File: config.mk
export PLATFORM = sky130hd
export DESIGN_NAME = addf_pipe_flat
export DESIGN_NICKNAME = d
export VERILOG_FILES = /design/src/rtl/addf_pipe_pkg.sv /design/src/rtl/addf_pipe_if.sv /design/src/rtl/addf_pipe_seg.sv /design/src/rtl/addf_pipe.sv /design/src/flat_wrapper.sv
export SDC_FILE = /design/constraint.sdc
export NUM_CORES = 1
export LEC_CHECK = 0
export BUFFER_PORTS_ARGS = -buffer_cell sky130_fd_sc_hd__buf_4
export CORE_MARGIN = 5
export CORE_UTILIZATION = 25
export CTS_CLUSTER_DIAMETER = 120
export DETAILED_ROUTE_END_ITERATION = 10
export PLACE_DENSITY_LB_ADDON = 0.2
export SYNTH_ARGS = -nofsm -noshare
export SYNTH_HDL_FRONTEND = slang
export SYNTH_SLANG_ARGS = --single-unit
export TNS_END_PERCENT = 1
File: constraint.sdc
create_clock -name i_clk -period 2.5 [get_ports i_clk]
set_input_delay 0.25 -clock i_clk [delete_from_list [all_inputs] [get_ports i_clk]]
set_output_delay 0.25 -clock i_clk [all_outputs]
set_load 0.03 [all_outputs]
File: src/rtl/addf_pipe_pkg.sv
// Shared types and helpers for the carry-pipelined adder/subtractor.
// The operation encoding and the stage-0 carry selection live here.
package addf_pipe_pkg;

    typedef enum logic [1:0] {
        OP_ADD  = 2'b00,
        OP_ADDC = 2'b01,
        OP_SUB  = 2'b10,
        OP_SUBB = 2'b11
    } op_e;

    // Subtraction is A + ~B + c0, so the carry-in doubles as an inverted borrow.
    function automatic logic cin_of(op_e op, logic ci);
        case (op)
            OP_ADD:  return 1'b0;
            OP_ADDC: return ci;
            OP_SUB:  return 1'b1;
            default: return ~ci;
        endcase
    endfunction

    function automatic logic is_sub(op_e op);
        return op[1];
    endfunction

endpackage

File: src/rtl/addf_pipe_if.sv
// Operand/result stream bundle for addf_pipe.
// The slave modport is the adder side; the master modport is the producer/consumer side.
interface addf_pipe_if #(parameter int WIDTH = 16);
    import addf_pipe_pkg::*;

    logic             in_valid;
    logic             in_ready;
    logic [WIDTH-1:0] a;
    logic [WIDTH-1:0] b;
    logic             ci;
    op_e              op;
    logic             out_valid;
    logic             out_ready;
    logic [WIDTH-1:0] s;
    logic             co;
    logic             ovf;

    modport master (
        output in_valid, a, b, ci, op, out_ready,
        input  in_ready, out_valid, s, co, ovf
    );

    modport slave (
        input  in_valid, a, b, ci, op, out_ready,
        output in_ready, out_valid, s, co, ovf
    );

endinterface

File: src/rtl/addf_pipe_seg.sv
// Combinational SEG-bit ripple of full-adder bits.
// Also reports the carry into the segment MSB so the top segment can form signed overflow.
module addf_pipe_seg #(
    parameter int SEG = 4
) (
    input  logic [SEG-1:0] i_a,
    input  logic [SEG-1:0] i_b,
    input  logic           i_ci,
    output logic [SEG-1:0] o_sum,
    output logic           o_co,
    output logic           o_cmsb
);

    always_comb begin
        logic w_c;
        w_c    = i_ci;
        o_sum  = '0;
        o_cmsb = i_ci;
        for (int i = 0; i < SEG; i++) begin
            o_sum[i] = i_a[i] ^ i_b[i] ^ w_c;
            o_cmsb   = w_c;
            w_c      = (i_a[i] & i_b[i]) | (w_c & (i_a[i] ^ i_b[i]));
        end
        o_co = w_c;
    end

endmodule

File: src/rtl/addf_pipe.sv
// Carry-pipelined WIDTH-bit add/sub: STAGES ripple segments with registered carries,
// skewed operands and deskewed sums, under one global stall enable.
module addf_pipe
    import addf_pipe_pkg::*;
#(
    parameter int WIDTH  = 16,
    parameter int STAGES = 4
) (
    input  logic        i_clk,
    input  logic        i_rst,
    addf_pipe_if.slave  io
);

    localparam int SEG = WIDTH / STAGES;

    logic                           w_en;
    logic [STAGES-1:0]              r_vld_pipe;
    logic [STAGES-1:0][WIDTH-1:0]   r_a;
    logic [STAGES-1:0][WIDTH-1:0]   r_bx;
    logic [STAGES-1:0][WIDTH-1:0]   r_s;
    logic [STAGES-1:0]              r_c;
    logic                           r_ovf;

    logic [STAGES-1:0][WIDTH-1:0]   w_ain;
    logic [STAGES-1:0][WIDTH-1:0]   w_bin;
    logic [STAGES-1:0][WIDTH-1:0]   w_sin;
    logic [STAGES-1:0][WIDTH-1:0]   w_snext;
    logic [STAGES-1:0][SEG-1:0]     w_sum;
    logic [STAGES-1:0]              w_cin;
    logic [STAGES-1:0]              w_vin;
    logic [STAGES-1:0]              w_co;
    logic [STAGES-1:0]              w_cmsb;

    assign w_en        = !r_vld_pipe[STAGES-1] || io.out_ready;
    assign io.in_ready = w_en;

    for (genvar k = 0; k < STAGES; k++) begin : g_stg
        if (k == 0) begin : g_head
            assign w_ain[0] = io.a;
            assign w_bin[0] = is_sub(io.op) ? ~io.b : io.b;
            assign w_cin[0] = cin_of(io.op, io.ci);
            assign w_sin[0] = '0;
            assign w_vin[0] = io.in_valid;
        end else begin : g_body
            assign w_ain[k] = r_a[k-1];
            assign w_bin[k] = r_bx[k-1];
            assign w_cin[k] = r_c[k-1];
            assign w_sin[k] = r_s[k-1];
            assign w_vin[k] = r_vld_pipe[k-1];
        end

        addf_pipe_seg #(.SEG(SEG)) u_seg (
            .i_a    (w_ain[k][k*SEG +: SEG]),
            .i_b    (w_bin[k][k*SEG +: SEG]),
            .i_ci   (w_cin[k]),
            .o_sum  (w_sum[k]),
            .o_co   (w_co[k]),
            .o_cmsb (w_cmsb[k])
        );
    end

    always_comb begin
        w_snext = w_sin;
        for (int k = 0; k < STAGES; k++) begin
            w_snext[k][k*SEG +: SEG] = w_sum[k];
        end
    end

    // Data loads only behind a valid slot, so bubble operands never reach the outputs
    // and S/CO/OVF keep the last result while OUT_VALID is low.
    always_ff @(posedge i_clk) begin
        if (i_rst) begin
            r_vld_pipe <= '0;
            r_a        <= '0;
            r_bx       <= '0;
            r_s        <= '0;
            r_c        <= '0;
            r_ovf      <= 1'b0;
        end else if (w_en) begin
            r_vld_pipe <= w_vin;
            for (int k = 0; k < STAGES; k++) begin
                if (w_vin[k]) begin
                    r_a[k]  <= w_ain[k];
                    r_bx[k] <= w_bin[k];
                    r_s[k]  <= w_snext[k];
                    r_c[k]  <= w_co[k];
                end
            end
            if (w_vin[STAGES-1]) r_ovf <= w_co[STAGES-1] ^ w_cmsb[STAGES-1];
        end
    end

    assign io.out_valid = r_vld_pipe[STAGES-1];
    assign io.s         = r_s[STAGES-1];
    assign io.co        = r_c[STAGES-1];
    assign io.ovf       = r_ovf;

    // Already-summed operand bits and inner MSB carries are dead past their stage.
    logic w_unused;
    assign w_unused = ^{r_a[STAGES-1], r_bx[STAGES-1], w_ain, w_bin, w_cmsb};

endmodule
File: src/flat_wrapper.sv
// flat-port wrapper written by rule: the top's interface ports become plain ports
module addf_pipe_flat import addf_pipe_pkg::*;
#(
    parameter int WIDTH  = 16,
    parameter int STAGES = 4
)
  (i_clk, i_rst, io_in_valid, io_a, io_b, io_ci, io_op, io_out_ready, io_in_ready, io_out_valid, io_s, io_co, io_ovf);
  addf_pipe_if #(.WIDTH(WIDTH)) io_i ();
  input  logic i_clk;
  input  logic i_rst;
  input wire logic [$bits(io_i.in_valid)-1:0] io_in_valid;
  input wire logic [$bits(io_i.a)-1:0] io_a;
  input wire logic [$bits(io_i.b)-1:0] io_b;
  input wire logic [$bits(io_i.ci)-1:0] io_ci;
  input wire logic [$bits(io_i.op)-1:0] io_op;
  input wire logic [$bits(io_i.out_ready)-1:0] io_out_ready;
  output wire logic [$bits(io_i.in_ready)-1:0] io_in_ready;
  output wire logic [$bits(io_i.out_valid)-1:0] io_out_valid;
  output wire logic [$bits(io_i.s)-1:0] io_s;
  output wire logic [$bits(io_i.co)-1:0] io_co;
  output wire logic [$bits(io_i.ovf)-1:0] io_ovf;
  assign io_i.in_valid = io_in_valid;
  assign io_i.a = io_a;
  assign io_i.b = io_b;
  assign io_i.ci = io_ci;
  assign io_i.op = io_op;
  assign io_i.out_ready = io_out_ready;
  assign io_in_ready = io_i.in_ready;
  assign io_out_valid = io_i.out_valid;
  assign io_s = io_i.s;
  assign io_co = io_i.co;
  assign io_ovf = io_i.ovf;
  addf_pipe #(.WIDTH(WIDTH), .STAGES(STAGES)) u_core (.i_clk(i_clk), .i_rst(i_rst), .io(io_i));
endmodule
==> results.txt <==
Number of flops mapped to enable cells by yosys - 0
TritonCTS Buffers - 9
Critical Path Start Type - flip-flop
Switching pwr - 0.778 mW
Max-slew violation count - 0
Initial Util - 25.3%
# setup viols final - 0
Synth Instances - 471
Total wire length - 9660 µm
Nets - 549
Comb pwr share - 8.9%
Worst VDD drop - 320 µV
Post-Syn Nets - 526
IO Count - 59
Final TNS setup - 0 ps
CP Max Fanout - 2
Prevailing post-synth register cell - dfxtp_1
Initial DRT Pass Iterations - 4
Synth Cell Area - 0.00435 mm²
Synth unique cells - 25
Critical path's most frequent cell - fa_1
H-Tree Depth - 3
Min Tclk post-route - 2190 ps
Dpl hpwl - 6890 µm
Max-Cap Viols - 0
Reg clk slew, reported paths - 70 ps
Die footprint - 0.0202 mm²
Die X - 142 µm
Core Box Area - 0.0172 mm²
Layout cells sized above 1 - 17.6%
P_leak - 1.86 nW
Ys async rst share - 0%
Syn Area/Cell - 9.24 µm²
Skew final - 9.99 ps
WP data required - 2750 ps
Crit-path max cell delay - 440 ps
Int Power - 2.76 mW
CP arrival - 2440 ps
Final hold viol count - 0
CP Capture Type - flip-flop
Seq/Total Area, Yosys - 44.6%
Wire per inst - 13.3 µm
Sequential power share - 46.4%
Status - finished, final reports clean
Later-pin clock latency in the skew report - 340 ps
Synthesis-to-layout area growth - 19.1%
Sink Count - 97
Worst min path class - primary input to flip-flop
ANT nets after route - 0
Final worst slack - 311 ps
Post-CTS Resized - 0
Crit Path Class - flip-flop to flip-flop
GRT overflow - 0
Vias in the first global route - 3170
Switching Fraction - 22.0%
Pre-CTS WS - 118 ps
Hold Slack - 167 ps
First-pass GRT wire length - 16200 µm
Post-route clock period utilization - 87.6%
Pwr per Cell Area - 681 mW/mm²
Worst path slowest cell - fa_1
Unrepaired setup endpoints after global routing - no
Fmax - 457 MHz
Post-CTS Setup Inserts - 0
Worst-margin pin slew - 720 ps
Initial antenna violation count - 0
FF+latch count, synth - 97
YS warnings - 0
Routed via count - 3149
Critical-path cell list - fa_1, fa_1, inv_1, fa_1, fa_1, a211oi_1
DRC viols - 0
Hold-fix buffers, CTS - 0
Port buffer count - 58
RD Place Congestion - 0.709
Clock power share - 44.6%
Worst slew margin - 52.0%
Clk root buf - clkbuf_16
Inserted Diodes - 0
Vias per inst - 4.35
DRT iter0 DRCs - 169
Longest Clk Path Bufs - 2
TritonCTS clock tree - yes
Total power - 3.53 mW
Fillers - 1877
Rows - 48
Die span in y - 142 µm
GRT Util Overall - 9.96%
Final core utilization - 30.2%
Largest net degree at the start of global routing - 82
worst paths after layout:
kind / startpoint / to / slack [ps] / depth (start not counted)
worst min-delay path: io_a[14] / u_core.r_a[14]$_SDFFE_PP0P_ / 170 / 3
worst max register to register: u_core.r_a[44]$_SDFFE_PP0P_ / u_core.io.s[15]$_SDFFE_PP0P_ / 310 / 6
worst min register to register: u_core.r_bx[13]$_SDFFE_PP0P_ / u_core.r_bx[29]$_SDFFE_PP0P_ / 470 / 2
worst max-delay path: u_core.r_a[44]$_SDFFE_PP0P_ / u_core.io.s[15]$_SDFFE_PP0P_ / 310 / 6
layout by cell type, fill, tap and decap left out, types with 13 or more instances in the layout:
master    count
buf_4        68
mux2i_1      19
o21ai_0      46
nand3_1      40
xnor2_1      13
nand2b_1     31
a21oi_1      66
fa_1         16
a211oi_1     24
dfxtp_1      97
inv_1        27
flip-flops by register name, indices dropped and copies added, names as in the netlist:
name and count:
u_core.r_a 24, u_core.r_bx 24, u_core.r_s 24, u_core.io.s 16, u_core.r_c 4, u_core.r_vld_pipe 4
u_core.io.ovf 1
cells in the mapped netlist (4+ instances only):
library cell | instances | share of area, %
inv_1 | 27 | 2.3
mux2i_1 | 19 | 4.4
xor2_1 | 5 | 1.0
nand2_1 | 7 | 0.60
o21ai_0 | 46 | 5.3
buf_4 | 21 | 3.6
dfxtp_1 | 97 | 45
xnor2_1 | 13 | 2.6
a21oi_1 | 66 | 7.6
clkbuf_1 | 18 | 1.6
nand3_1 | 40 | 4.6
nand4b_1 | 10 | 2.0
o21ai_1 | 4 | 0.46
buf_2 | 13 | 1.5
nand2b_1 | 31 | 4.5
fa_1 | 16 | 7.4
a211oi_1 | 24 | 4.1
critical path, delay by kind of cell (launching register included):
kind                       cells  cell delay, ps
DFF                            1             330
buffers and inverters          1              70
adders and majority gates      4            1490
AOI/OAI and AO/OA              1             210
layout make-up:
type                       instances  area [µm²]  share of cell area, %
clock buffer                      11         243                   4.68
clock inverter                     5         103                   1.98
inverter                          29         109                   2.10
multi-input combinational        288        1980                   38.1
sequential                        97        1940                   37.4
tap                              225         282                   5.43
timing repair buffer              69         531                   10.2
through the flow:
step	cell area, µm²	std cells
3_3_place_gp	4840	708
3_5_place_dp	4840	708
4_1_cts	5190	724
6_report	5190	724
5_1_grt	5190	724
2_1_floorplan	4350	471
power groups by stage:
stage,registers [mW],logic [mW],clock network [mW]
after floorplan,1.67,0.216,0
after global placement,1.67,0.317,0
after detailed placement,1.68,0.322,0
after CTS,1.64,0.323,1.62
after global routing,1.65,0.361,1.68
final,1.64,0.315,1.58
metal layers:
layer  track usage (%)  part of all wire, %
met1              13.9                   52
met4              4.24                  1.8
met3              1.75                  3.1
met5                 0                    0
met2              15.2                   43
logic make-up (layout without fill, tap and decap cells):
logic type / count (synthesis) / after routing / synth area share, %
compound gates: 140 / 140 / 17.5
flops: 97 / 97 / 44.6
simple gates: 95 / 95 / 12.6
buf+inv: 86 / 114 / 9.97
mux: 19 / 19 / 4.37
xor+xnor: 18 / 18 / 3.62
fa+ha+maj: 16 / 16 / 7.36
(Power assumes the default switching activity.)
